--- config.mk ---
export PLATFORM = sky130hd
export DESIGN_NAME = qspi_rom_reader
export DESIGN_NICKNAME = d
export VERILOG_FILES = /design/src/rtl/qspi_pkg.sv /design/src/rtl/qspi_sclk_gen.sv /design/src/rtl/qspi_rom_reader.sv
export SDC_FILE = /design/constraint.sdc
export NUM_CORES = 1
export LEC_CHECK = 0
export ABC_AREA = 1
export CAP_MARGIN = 25
export CORE_ASPECT_RATIO = 2
export CORE_MARGIN = 4
export CORE_UTILIZATION = 34
export DETAILED_ROUTE_END_ITERATION = 8
export PLACE_DENSITY_LB_ADDON = 0.3
export SLEW_MARGIN = 10
export SYNTH_ARGS = -nofsm -noshare
export SYNTH_HDL_FRONTEND = slang
export SYNTH_SLANG_ARGS = --single-unit
--- constraint.sdc ---
create_clock -name clk -period 2.2 [get_ports clk]
set_input_delay 0.66 -clock clk [delete_from_list [all_inputs] [get_ports clk]]
set_output_delay 0.66 -clock clk [all_outputs]
set_load 0.05 [all_outputs]
--- src/rtl/qspi_pkg.sv ---
// Shared definitions for the QSPI ROM reader: FSM states, flash opcode and header lengths.
package qspi_pkg;
  typedef enum logic [2:0] {
    ST_IDLE, ST_CMD, ST_ADDR, ST_MODE, ST_DUMMY, ST_DATA, ST_GAP
  } state_t;

  localparam logic [7:0] CMD_QUAD_IO_READ = 8'hEB;
  localparam logic [7:0] MODE_BYTE        = 8'h00;

  localparam int CMD_CLKS  = 8;
  localparam int ADDR_CLKS = 6;
  localparam int MODE_CLKS = 2;
endpackage

--- src/rtl/qspi_sclk_gen.sv ---
// SCLK phase generator: 2-cycle SCLK period (low, high), parked low while idle or paused.
module qspi_sclk_gen (
  input  logic clk,
  input  logic rst_n,
  input  logic active,
  input  logic hold,
  output logic sclk,
  output logic shift_stb
);
  logic phase;

  // Edge ending the high phase: dq_i is sampled and the next period's outputs launch.
  assign shift_stb = active && phase;
  assign sclk      = phase;

  always_ff @(posedge clk or negedge rst_n) begin
    if (!rst_n)              phase <= 1'b0;
    else if (!active)        phase <= 1'b0;
    else if (phase || !hold) phase <= !phase;
  end
endmodule

--- src/rtl/qspi_rom_reader.sv ---
// Quad-SPI (0xEB) ROM fetch engine streaming 16-bit words with backpressure.
// Define QSPI_ROM_BYTESWAP_EN to swap the two bytes of every delivered word.
module qspi_rom_reader
  import qspi_pkg::*;
#(
  parameter int ADDR_W       = 24,
  parameter int DUMMY_CLKS   = 4,
  parameter int CS_HIGH_CLKS = 4
) (
  input  logic              clk,
  input  logic              rst_n,
  input  logic              req_valid,
  output logic              req_ready,
  input  logic [ADDR_W-1:0] req_addr,
  input  logic [7:0]        req_len,
  output logic              rd_valid,
  input  logic              rd_ready,
  output logic [15:0]       rd_data,
  output logic              rd_last,
  output logic              qspi_clk,
  output logic              qspi_cs_n,
  output logic [3:0]        qspi_dq_o,
  output logic [3:0]        qspi_dq_oe,
  input  logic [3:0]        qspi_dq_i
);
  state_t            state, state_n, hdr_next;
  logic [7:0]        cnt, cnt_n, hdr_last;
  logic [8:0]        left, left_n;
  logic [ADDR_W-1:0] addr_q;
  logic [23:0]       addr24;
  logic [11:0]       sr;
  logic [15:0]       raw_word, fmt_word, pend_data;
  logic              pend_vld, pend_last, ready_q;
  logic              active, shift_stb, word_done, can_load, accept;
  logic [3:0]        dq_o_n, dq_oe_n;
  logic [4:0]        sh;

  assign req_ready = ready_q;
  assign accept    = req_valid && ready_q && (state == ST_IDLE);
  assign active    = (state != ST_IDLE) && (state != ST_GAP);
  assign word_done = shift_stb && (state == ST_DATA) && (cnt[1:0] == 2'd3);
  assign can_load  = !rd_valid || rd_ready;
  assign addr24    = 24'(addr_q);
  assign raw_word  = {sr, qspi_dq_i};
`ifdef QSPI_ROM_BYTESWAP_EN
  assign fmt_word  = {raw_word[7:0], raw_word[15:8]};
`else
  assign fmt_word  = raw_word;
`endif

  qspi_sclk_gen u_sclk (
    .clk      (clk),
    .rst_n    (rst_n),
    .active   (active),
    .hold     (pend_vld),
    .sclk     (qspi_clk),
    .shift_stb(shift_stb)
  );

  always_comb begin
    hdr_last = 8'd0;
    hdr_next = ST_IDLE;
    case (state)
      ST_CMD:   begin hdr_last = 8'(CMD_CLKS - 1);   hdr_next = ST_ADDR;  end
      ST_ADDR:  begin hdr_last = 8'(ADDR_CLKS - 1);  hdr_next = ST_MODE;  end
      ST_MODE:  begin hdr_last = 8'(MODE_CLKS - 1);  hdr_next = ST_DUMMY; end
      ST_DUMMY: begin hdr_last = 8'(DUMMY_CLKS - 1); hdr_next = ST_DATA;  end
      default:  ;
    endcase
  end

  always_comb begin
    state_n = state;
    cnt_n   = cnt;
    left_n  = left;
    case (state)
      ST_IDLE: if (accept) begin
        state_n = ST_CMD;
        cnt_n   = 8'd0;
        left_n  = (req_len == 8'd0) ? 9'd256 : {1'b0, req_len};
      end
      ST_CMD, ST_ADDR, ST_MODE, ST_DUMMY: if (shift_stb) begin
        if (cnt == hdr_last) begin
          state_n = hdr_next;
          cnt_n   = 8'd0;
        end else cnt_n = cnt + 8'd1;
      end
      ST_DATA: if (shift_stb) begin
        if (cnt[1:0] == 2'd3) begin
          cnt_n = 8'd0;
          if (left == 9'd1) state_n = ST_GAP;
          else              left_n  = left - 9'd1;
        end else cnt_n = cnt + 8'd1;
      end
      ST_GAP: begin
        // A final word still waiting for the output register keeps us out of IDLE.
        if (cnt >= 8'(CS_HIGH_CLKS - 1)) begin
          if (!pend_vld) state_n = ST_IDLE;
        end else cnt_n = cnt + 8'd1;
      end
      default: state_n = ST_IDLE;
    endcase
  end

  // Pin values for the period that starts after this edge.
  always_comb begin
    dq_o_n  = 4'h0;
    dq_oe_n = 4'h0;
    sh      = 5'd20 - {cnt_n[2:0], 2'b00};
    case (state_n)
      ST_CMD: begin
        dq_o_n  = {3'b000, CMD_QUAD_IO_READ[3'd7 - cnt_n[2:0]]};
        dq_oe_n = 4'b0001;
      end
      ST_ADDR: begin
        dq_o_n  = 4'(addr24 >> sh);
        dq_oe_n = 4'b1111;
      end
      ST_MODE: begin
        dq_o_n  = cnt_n[0] ? MODE_BYTE[3:0] : MODE_BYTE[7:4];
        dq_oe_n = 4'b1111;
      end
      default: ;
    endcase
  end

  always_ff @(posedge clk or negedge rst_n) begin
    if (!rst_n) begin
      state      <= ST_IDLE;
      cnt        <= 8'd0;
      left       <= 9'd0;
      addr_q     <= '0;
      ready_q    <= 1'b0;
      qspi_cs_n  <= 1'b1;
      qspi_dq_o  <= 4'h0;
      qspi_dq_oe <= 4'h0;
    end else begin
      state      <= state_n;
      cnt        <= cnt_n;
      left       <= left_n;
      ready_q    <= (state_n == ST_IDLE);
      qspi_cs_n  <= (state_n == ST_IDLE) || (state_n == ST_GAP);
      qspi_dq_o  <= dq_o_n;
      qspi_dq_oe <= dq_oe_n;
      if (accept) addr_q <= req_addr & ~(ADDR_W'(1));
    end
  end

  always_ff @(posedge clk or negedge rst_n) begin
    if (!rst_n) begin
      sr        <= 12'h0;
      rd_valid  <= 1'b0;
      rd_last   <= 1'b0;
      rd_data   <= 16'h0;
      pend_vld  <= 1'b0;
      pend_last <= 1'b0;
      pend_data <= 16'h0;
    end else begin
      if (shift_stb && state == ST_DATA) sr <= {sr[7:0], qspi_dq_i};
      if (rd_valid && rd_ready) begin
        rd_valid <= 1'b0;
        rd_last  <= 1'b0;
      end
      if (word_done) begin
        if (can_load) begin
          rd_valid <= 1'b1;
          rd_data  <= fmt_word;
          rd_last  <= (left == 9'd1);
        end else begin
          pend_vld  <= 1'b1;
          pend_data <= fmt_word;
          pend_last <= (left == 9'd1);
        end
      end else if (pend_vld && can_load) begin
        rd_valid <= 1'b1;
        rd_data  <= pend_data;
        rd_last  <= pend_last;
        pend_vld <= 1'b0;
      end
    end
  end
endmodule

==> summary.md <==
| Metric | Value |
|---|---|
| Outcome | finished, violations left |
| Failing checks | negative setup slack |
| Avg Synthesized Cell Area | 8.15 µm² |
| GPL Wtd Cong | 0.914 |
| Worst Path Arrival | 2.45 ns |
| Fmax | 0.453 GHz |
| CTS HTree Levels | 3 |
| Flops & latches, synth | 100 |
| Final min period | 2.21 ns |
| # DRC | 0 |
| Final WS setup | -0.00749 ns |
| Slew headroom | 0.656 |
| DR vias/cell | 4.82 |
| Reg-to-reg critical path startpoint | cnt[0]$_DFF_PN0_ |
| # fillers | 1432 |
| Slew Limit Fails | 0 |
| Initial DRC Count | 184 |
| Worst-Skew Late Latency | 0.35 ns |
| PwrDens | 1040 nW/µm² |
| Number of global-route vias before repair | 4661 |
| Mapped Nets | 658 |
| Period Utilization, post-route | 1.00 |
| Post-synth EDFFs | 0 |
| Ys Warns | 0 |
| Largest net degree at the start of global routing | 37 |
| Port Buffers | 67 |
| Most frequent cells in the layout | 169 x nand2_1, 96 x dfrtp_1, 82 x buf_4 |
| Die height | 180 µm |
| Setup Skew | 0.0123 ns |
| Hold Buf Count CTS | 0 |
| Post-Layout Cell Count | 950 |
| Final hold vios | 0 |
| Synth Flop Type | dfrtp_1 |
| Synth async-reset ratio | 1.00 |
| Diodes inserted | 0 |
| Initial antenna violation count | 0 |
| DRT Wirelength | 13.4 mm |
| First-pass GRT wire length | 21.2 mm |
| Clk sinks | 100 |
| Commonest non-fill, non-tap cell in the layout | nand2_1 |
| Peak fanout along the critical path | 5 |
| Area grow syn2layout | 41.4% |
| I/O pin cnt | 69 |
| Setup crit start kind | flop |
| Pre-CTS setup slack | -0.566 ns |
| GRT Total Usage | 0.159 |
| Critical path class | flop to flop |
| CTS Root Buffer Type | clkbuf_16 |
| CTS tree | done |
| Total CTS buffers | 9 |
| R2R setup slack | -0.007 ns |
| Worst hold path class | primary input to asynchronous set/reset pin |
| RSZ-0062 raised after global routing | yes |
| Post-Syn Instances | 614 |
| Area of the mapped netlist | 5000 µm² |
| Drt first pass iters | 4 |
| Gr ovfl total | 0 |
| WP data required | 2.44 ns |
| Critical R2R Capture | qspi_dq_o[0]$_DFF_PN0_ |
| Rows | 62 |
| Width of the chip | 93.8 µm |
| Initial cell density of the core | 0.347 |
| Placed Instances | 916 |
| Die ar. | 16800 µm² |
| Hold slack | 0.257 ns |
| Setup violators final | 1 |
| Fin nets | 797 |
| Post-route cell area | 7080 µm² |
| Worst Tran Pin Value | 0.512 ns |
| Final HPWL DP | 10.2 mm |
| Register area share after synthesis | 0.500 |
| Worst Setup End Kind | flop |
| Yosys cell types | 47 |
| Routed len/inst | 14.1 µm |
| Core outline area | 14400 µm² |
| ANT nets after route | 0 |
| Cell count of the worst reg-to-reg path | 16 |
| Layout cells sized above 1 | 0.260 |
| Worst VDD drop | 0.000489 V |
| P_leak | 3.45 nW |
| Clock transition at path regs | 0.08 ns |
| Placed cell areas | 6330 µm² |
| Maximum buffer depth of the clock tree | 2 |
| Max-cap check violation count | 0 |
| Vias | 4575 |
-- cell type report --
class                      count  area (µm²)  share of cell area
timing repair buffer         149        1390               0.197
clock inverter                 7        67.6             0.00955
sequential                   100        2510               0.354
tap                          192         240              0.0339
multi-input combinational    423        2370               0.335
inverter                      70         278              0.0393
clock buffer                   9         225              0.0318
-- registers in the layout, indices dropped and copies added (netlist names) --
name,cells
addr24,23
pend_vld,1
req_ready,1
state,3
pend_last,1
u_sclk.sclk,1
rd_data,16
rd_last,1
sr,12
qspi_cs_n,1
qspi_dq_oe,2
pend_data,16
rd_valid,1
qspi_dq_o,4
left,9
cnt,8
-- worst max path at each step --
stage	from	end	depth (start not counted)	slack [ns]
2_1_floorplan	u_sclk.sclk$_DFFE_PN0P_	qspi_dq_o[0]$_DFF_PN0_	14	0.13
3_3_place_gp	req_valid	left[0]$_DFFE_PN0P_	12	-0.55
3_5_place_dp	req_valid	left[0]$_DFFE_PN0P_	12	-0.57
4_1_cts	req_valid	qspi_dq_o[0]$_DFF_PN0_	15	-0.005
5_1_grt	cnt[0]$_DFF_PN0_	qspi_dq_o[0]$_DFF_PN0_	16	-0.09
6_report	cnt[0]$_DFF_PN0_	qspi_dq_o[0]$_DFF_PN0_	16	-0.007
-- layer usage --
metal	global-route usage	wire (µm)	vias up	part of all wire
met3	0.0259	486	27	0.036
met4	0.0741	450	0	0.034
met5	0	0	-	0
li1	-	-	2267	-
met2	0.315	7710	112	0.58
met1	0.152	4730	2169	0.35
-- cells in the mapped netlist, drive strengths merged, types with 2 or more instances --
cell type | n | area [µm²]
nand2 | 193 | 792
dfrtp | 99 | 2480
o21ai | 72 | 364
inv | 69 | 264
nor2 | 56 | 257
nand3 | 31 | 220
a31oi | 17 | 106
clkbuf | 14 | 52.6
a21oi | 9 | 45.0
nor3 | 8 | 40.0
buf | 7 | 48.8
nor4 | 5 | 37.5
xor2 | 5 | 43.8
ha | 4 | 50.1
nand4 | 3 | 18.8
o22ai | 3 | 18.8
o211ai | 2 | 15.0
o21a | 2 | 15.0
o32ai | 2 | 17.5
-- cells by family (layout without fill, tap and decap cells) --
kind of cell,after synthesis,count (layout),synth area share
and+or+nand+nor,298,298,0.276
AOI/OAI and AO/OA,114,114,0.128
DFF,100,100,0.500
buffers and inverters,91,235,0.0738
xor gates and xnor gates,6,6,0.0105
adders and majority gates,4,4,0.0100
muxes,1,1,0.00200
-- worst max-delay path, cell delays in order, from the launching register on --
cell	delay, ns
dfrtp_1	0.40
ha_2	0.19
inv_2	0.06
nand3_2	0.07
nor2_4	0.19
nor2_4	0.06
nor2_2	0.15
buf_4	0.13
nor2_2	0.03
a211oi_2	0.21
nand2_2	0.12
nand2_8	0.10
nand3_4	0.10
nand2_4	0.13
nand2_2	0.06
nand3_2	0.05
nand2_1	0.05
-- power breakdown --
part           switching, mW  internal (mW)  total [mW]
Combinational           1.92           1.34        3.27
Clock                  0.752          0.798        1.55
Sequential             0.249           2.28        2.53
Total                   2.93           4.42        7.35
-- stage by stage --
step | TNS (ns) | total power, mW | utilization
6_report | -0.00749 | 7.35 | 0.490
5_1_grt | -0.296 | 7.83 | 0.490
4_1_cts | -0.0101 | 7.11 | 0.467
3_5_place_dp | -6.92 | 5.43 | 0.439
3_3_place_gp | -6.73 | 5.36 | 0.439
2_1_floorplan | 0 | 4.29 | -
-- what timing repair did --
item	in CTS	in global routing
pin swaps	8	27
endpoints found under the hold margin	0	0
setup endpoints to repair	13	24
gates resized for setup	17	69
buffers inserted	6	13
Power figures use the tool's default switching activity.
